--- src/rtl/arb_robinfair_pkg.sv ---
// Shared defaults for the round-robin fair arbiter.
package arb_robinfair_pkg;
  localparam int DEF_INDEX_WIDTH    = 3;
  localparam int DEF_NUM_CANDIDATES = 5;
endpackage

--- src/rtl/arb_robinfair_next_finder.sv ---
// Combinational search for the first requester strictly after a pointer,
// wrapping modulo NUM_CANDIDATES.
import arb_robinfair_pkg::*;

module arb_robinfair_next_finder #(
  parameter int INDEX_WIDTH    = DEF_INDEX_WIDTH,
  parameter int NUM_CANDIDATES = DEF_NUM_CANDIDATES
) (
  input  logic [INDEX_WIDTH-1:0]    pointer,
  input  logic [NUM_CANDIDATES-1:0] requests,
  output logic [INDEX_WIDTH-1:0]    index,
  output logic                      found
);
  localparam int SCAN_LEN = NUM_CANDIDATES - 1;

  int unsigned j;

  // Nearest offset wins: once found is set, later (farther) hits are ignored.
  always_comb begin
    found = 1'b0;
    index = '0;
    j     = 0;
    for (int off = 1; off <= SCAN_LEN; off++) begin
      j = (int'(pointer) + off) % NUM_CANDIDATES;
      if (!found && requests[j]) begin
        found = 1'b1;
        index = INDEX_WIDTH'(j);
      end
    end
  end
endmodule

--- src/rtl/arb_robinfair.sv ---
// Round-robin fair arbiter: registered current grant plus combinational
// round-robin successor; advances on ce or when current stops requesting.
import arb_robinfair_pkg::*;

module arb_robinfair #(
  parameter int INDEX_WIDTH    = DEF_INDEX_WIDTH,
  parameter int NUM_CANDIDATES = DEF_NUM_CANDIDATES
) (
  input  logic                      clk,
  input  logic                      rst,
  input  logic                      ce,
  input  logic [NUM_CANDIDATES-1:0] candidates,
  output logic [INDEX_WIDTH-1:0]    current,
  output logic [INDEX_WIDTH-1:0]    next
);
  logic [INDEX_WIDTH-1:0] found_index;
  logic                   found;
  logic                   advance;

  arb_robinfair_next_finder #(
    .INDEX_WIDTH   (INDEX_WIDTH),
    .NUM_CANDIDATES(NUM_CANDIDATES)
  ) u_finder (
    .pointer (current),
    .requests(candidates),
    .index   (found_index),
    .found   (found)
  );

  // No other requester: stay put, whether or not current itself requests.
  assign next    = found ? found_index : current;
  assign advance = ce || !candidates[current];

  always_ff @(posedge clk or posedge rst) begin
    if (rst)          current <= '0;
    else if (advance) current <= next;
  end
endmodule

--- config.mk ---
export PLATFORM = sky130hd
export DESIGN_NAME = arb_robinfair
export DESIGN_NICKNAME = d
export VERILOG_FILES = /design/src/rtl/arb_robinfair_pkg.sv /design/src/rtl/arb_robinfair_next_finder.sv /design/src/rtl/arb_robinfair.sv
export SDC_FILE = /design/constraint.sdc
export NUM_CORES = 1
export LEC_CHECK = 0
export BUFFER_PORTS_ARGS = -buffer_cell sky130_fd_sc_hd__clkbuf_2
export CAP_MARGIN = 20
export CORE_MARGIN = 2
export CORE_UTILIZATION = 40
export DETAILED_ROUTE_END_ITERATION = 10
export PLACE_DENSITY = 0.62
export SLEW_MARGIN = 20
export SYNTH_ARGS = -nofsm -noshare
export SYNTH_HDL_FRONTEND = slang
export SYNTH_SLANG_ARGS = --single-unit
export TNS_END_PERCENT = 100
--- constraint.sdc ---
create_clock -name clk -period 4.2 [get_ports clk]
set_clock_uncertainty 0.15 [all_clocks]
set_input_delay 0.42 -clock clk [delete_from_list [all_inputs] [get_ports clk]]
set_output_delay 0.42 -clock clk [all_outputs]
set_load 0.05 [all_outputs]
==> metrics, run 1 <==
worst setup margin=-0.0278 ns; worst-path cell chain=clkinvlp_4, buf_12, ha_4, o21a_1, a21oi_2, xnor2_2, ha_2, inv_2, o221ai_4, a211oi_2, a41o_1, a31o_2, a211o_1, nor3_2, buf_4, nand3_2, and2_4, clkbuf_16; maximum clock path buffer count=2; CP startpoint kind=register; Syn. warnings=0; Die Wd=71.1 um; depth of the CTS H-tree=1; total number of vias=2062; DRT antenna net count=0; DRC=0; max_slew headroom=0.667; Hold Crit Class=input port to register; Crit path buffers/inverters=5; DR vias/cell=5.99; CP max-delay cell=dfrtp_2; initial core utilization=0.413; CTS Sinks=3; CP required=3.63 ns; Peak Freq=237 MHz; WP depth=18; number of synthesized flops with an enable pin=0; Final min period=4.23 ns; First-pass DRT Iterations=4; post-synthesis sequential area ratio=0.0417; Main synth FF type=dfrtp_1; CTS buffer count=3; Final setup viols=1; vias in the first global route=1974; Core Box Area=0.00435 sq mm; failing checks=setup timing; largest registers=current (3); CP top delay family=compound AO/OA/AOI/OAI gates; buffers added on ports=13; post-DP HPWL=4020 um; Mapped Area=0.00180 sq mm; initial DRC count=160; I/O pin count=14; Async SR Flop Fraction=1.00; worst-path maximum fanout=4; reg2reg path depth=15; unrepaired setup endpoints after global routing=yes; Reg clk slew, reported paths=0.03 ns; largest net degree at the start of global routing=17; kind of critical path=register to output port; Largest register FFs=3; maxcap violations=0; Skew-Pair Late Insertion Delay=0.22 ns; initial antenna violation count=0; Avg WL per Cell=15.7 um; routability congestion estimate=0.833; CTS root buffer=clkbuf_8; outcome=complete, but fails checks; hold slack=0.434 ns; post-layout util=0.589; pre-CTS setup slack=-0.0236 ns; CTS tree=built; total grt overflow=0; final hold vios=0; Rows=24; Reg with most FFs=current; Area Overhead vs Synth=42.5%; CP arrival=3.66 ns; slew at the pin with the worst max-slew slack=0.495 ns; most common cell after layout, fill and taps aside=buf_4; Netlist cell types=70; commonest non-fill, non-tap cells in the layout=buf_4 (50), nand2_1 (15), mux2i_1 (13); Tot GR Track Use=0.214; fill count=360; DRT Wirelength=5390 um; Yosys reg bits=3; Post-Synthesis Cells=237; Crit. End Element=output port; share of cells above drive strength 1=0.452; syn avg cell area=7.59 sq um; ANT cells=0; die height=71.1 um; Slew Viols, Final=0; CP peak stage delay=0.40 ns; first-pass GRT wire length=9140 um; nets@finish=319; fin crit share=1.01; die footprint=0.00505 sq mm; hold path cells=4; syn nets=263
==> synthesized netlist by cell type, types with 7 or more instances <==
cell	number	area share
nor2_1	12	0.025
mux2i_1	14	0.078
inv_1	11	0.023
nand2_1	16	0.033
ha_1	18	0.13
a21oi_1	14	0.039
nor3_1	7	0.019
o21ai_0	15	0.042
==> worst min-delay path: stages <==
cell	delay (ns)
clkbuf_2	0.08
a21oi_1	0.08
nand2_1	0.08
o211ai_1	0.08
==> path summary, 6_finish.rpt <==
kind	from	to	slack (ns)
max	current[1]	next[2]	-0.03
min	ce	current[0]	0.43
max reg2reg	current[1]	current[1]	0.42
min reg2reg	current[2]	current[2]	0.60
max in group asynchronous	rst	current[0]	3.29
min in group asynchronous	rst	current[2]	0.46
==> through the flow <==
step	area, sq um	TNS [ns]	instances
after floorplan	1930	-0.654	237
after global placement	2220	-0.000790	323
after detailed placement	2220	-0.0236	323
after CTS	2450	-0.0708	336
after global routing	2560	-0.551	344
final	2560	-0.0278	344
==> area by class of cell <==
class                           count  area (sq um)  share of cell area
Sequential cell                     3          78.8              0.0307
Clock buffer                        4          45.0              0.0176
Timing Repair Buffer               65           507               0.198
Multi-Input combinational cell    206          1800               0.704
Inverter                           14          63.8              0.0249
Tap cell                           52          65.1              0.0254
==> cell families (layout without fill, tap and decap cells) <==
group	after synthesis	in the layout	synth area share
XOR/XNOR	6	6	0.0417
AO/OA/AOI/OAI	83	83	0.343
AND/OR/NAND/NOR	76	76	0.234
multiplexers	23	23	0.143
buffers and inverters	28	83	0.0723
adder cells (fa/ha/maj)	18	18	0.125
flip-flops	3	3	0.0417
==> metal layers <==
layer  track usage  up-vias  routed length [um]
li1              -     1029                   -
met1         0.295      984                2530
met2         0.376       47                2650
met3       0.00855        2                 197
met4        0.0377        0                  21
met5             0        -                   0
==> what timing repair did <==
action	CTS	global route
setup buffers	8	8
hold buffers	1	0
pin swaps	15	17
hold endpoints to repair	3	0
endpoints found under the setup margin	3	3
gates resized for setup	21	18
Power of run 1 is not shown: default switching activity piles up to over one toggle a cycle in this logic, so the estimate is an artifact.
==> run 2: changes to the inputs <==
--- a/config.mk
+++ b/config.mk
@@ -11,6 +11,7 @@
 export CORE_UTILIZATION = 40
 export DETAILED_ROUTE_END_ITERATION = 10
 export PLACE_DENSITY = 0.62
+export RECOVER_POWER = 100
 export SLEW_MARGIN = 20
 export SYNTH_ARGS = -nofsm -noshare
 export SYNTH_HDL_FRONTEND = slang
==> run 2 against run 1 <==
Critical path depth did not move. Wire length barely moved. Sequential cell count did not move. Clock-buffer cell count did not move. Critical path type unchanged. Die area did not move. Worst setup slack improved by 0.00098 ns. Maximum frequency barely moved. Critical endpoint unchanged. Hold slack barely moved. First-iteration DRC count did not move. The run still ends with setup timing left. Final cell count did not move. Global-route usage did not move. Via count did not move.
==> metrics, run 2 (same netlist as run 1, synthesis figures left out) <==
die height=71.1 um (unchanged); maximum clock path buffer count=2 (unchanged); Worst Hold End=current[0]; Rows=24 (unchanged); max_slew headroom=0.603 (-0.0646); CTS tree=built; failing checks=setup timing; Hold Crit Class=input port to register; reg2reg end=current[1]; DRC=0 (unchanged); slew at the pin with the worst max-slew slack=0.598 ns (+0.104 ns); total number of vias=2062 (unchanged); hold path cells=4 (unchanged); post-DP HPWL=4020 um (unchanged); initial antenna violation count=0 (unchanged); depth of the CTS H-tree=1 (unchanged); I/O pin count=14 (unchanged); reg-to-reg setup timing slack=0.42 ns (about the same); die footprint=0.00505 sq mm (unchanged); largest net degree at the start of global routing=17 (unchanged); outcome=complete, but fails checks; reg2reg path depth=15 (unchanged); non-filler instance count after layout=344 (unchanged); placed cells=323 (unchanged); Largest register FFs=3 (unchanged); commonest non-fill, non-tap cells in the layout=buf_4 (50), nand2_1 (15), mux2i_1 (13); vias in the first global route=1974 (unchanged); CP required=3.63 ns (about the same); Slew Viols, Final=0 (unchanged); initial core utilization=0.413 (unchanged); unrepaired setup endpoints after global routing=yes; buffers added on ports=13 (unchanged); DRT Wirelength=5400 um (about the same); ANT cells=0 (unchanged); final hold vios=0 (unchanged); Reg with most FFs=current; reg-to-reg startpoint=current[1]; routability congestion estimate=0.833 (unchanged); worst setup margin=-0.0268 ns (+0.000983 ns); nets@finish=319 (unchanged); Die Wd=71.1 um (unchanged); initial DRC count=160 (unchanged); First-pass DRT Iterations=4 (unchanged); largest registers=current (3); Final min period=4.23 ns (-0.000983 ns); DR vias/cell=5.99 (unchanged); worst-path maximum fanout=4 (unchanged); Skew-Pair Late Insertion Delay=0.22 ns (about the same); Area Overhead vs Synth=42.3%; kind of critical path=register to output port; CP startpoint kind=register; Avg WL per Cell=15.7 um (about the same); CTS buffer count=3 (unchanged); Crit. End Element=output port; Reg clk slew, reported paths=0.03 ns (about the same); Peak Freq=237 MHz (about the same); CP arrival=3.66 ns (about the same); total grt overflow=0 (unchanged); DRT antenna net count=0 (unchanged); CTS Sinks=3 (unchanged); share of cells above drive strength 1=0.442 (-0.0103); Worst Hold Launch=ce; maxcap violations=0 (unchanged); first-pass GRT wire length=9140 um (unchanged); CTS root buffer=clkbuf_8; fin crit share=1.01 (about the same); Core Box Area=0.00435 sq mm (unchanged); Final setup viols=1 (unchanged); most common cell after layout, fill and taps aside=buf_4; Tot GR Track Use=0.214 (unchanged)
-- run 2: worst max path at each step --
| stage | from | endpoint | slack [ns] | cells after the start |
|---|---|---|---|---|
| floorplan | current[1] | next[2] | -0.18 | 17 |
| global placement | current[1] | next[2] | -0.0008 | 17 |
| detailed placement | current[1] | next[2] | -0.02 | 18 |
| CTS | current[1] | next[2] | -0.05 | 18 |
| global route | current[1] | next[2] | -0.21 | 18 |
| finish | current[1] | next[2] | -0.03 | 18 |
-- run 2: layout make-up --
type | count | area (sq um)
Fill cell | 363 | 1790
Multi-Input combinational cell | 206 | 1800
Timing Repair Buffer | 65 | 503
Tap cell | 52 | 65.1
Inverter | 14 | 63.8
Sequential cell | 3 | 78.8
Clock buffer | 4 | 45.0
-- run 2: routing by layer --
layer	GRT usage	vias to the layer above	routed length (um)
met5	0	-	0
met4	0.0377	0	21
met3	0.00855	2	189
met2	0.376	44	2660
met1	0.295	988	2530
li1	-	1028	-
-- run 2: critical path: stages (launching register included) --
cell,delay [ns]
dfrtp_2,0.40
clkinvlp_4,0.14
buf_12,0.15
ha_4,0.21
o21a_1,0.19
a21oi_2,0.16
xnor2_2,0.14
ha_2,0.21
inv_2,0.06
o221ai_4,0.25
a211oi_2,0.11
a41o_1,0.25
a31o_2,0.22
a211o_1,0.25
nor3_2,0.17
buf_4,0.16
nand3_2,0.06
and2_4,0.15
clkbuf_16,0.16
-- run 2: repair_timing --
item / in CTS / in global routing
gates resized for setup: 21 / 18
endpoints found under the hold margin: 3 / 0
setup endpoints to repair: 3 / 3
setup buffers: 8 / 8
hold buffers: 1 / 0
pin swaps: 15 / 17
-- run 2: per-stage QoR --
step / utilization / setup WS (ns) / hold slack, ns / area (sq um) / setup TNS (ns)
floorplan: - / -0.178 / 0.0237 / 1930 / -0.654
global placement: 0.509 / -0.000790 / 0.122 / 2220 / -0.000790
detailed placement: 0.509 / -0.0236 / 0.123 / 2220 / -0.0236
CTS: 0.563 / -0.0487 / 0.432 / 2450 / -0.0708
finish: 0.588 / -0.0268 / 0.434 / 2560 / -0.0268
global route: 0.588 / -0.208 / 0.479 / 2560 / -0.551
Power of run 2 is left out for the same reason.
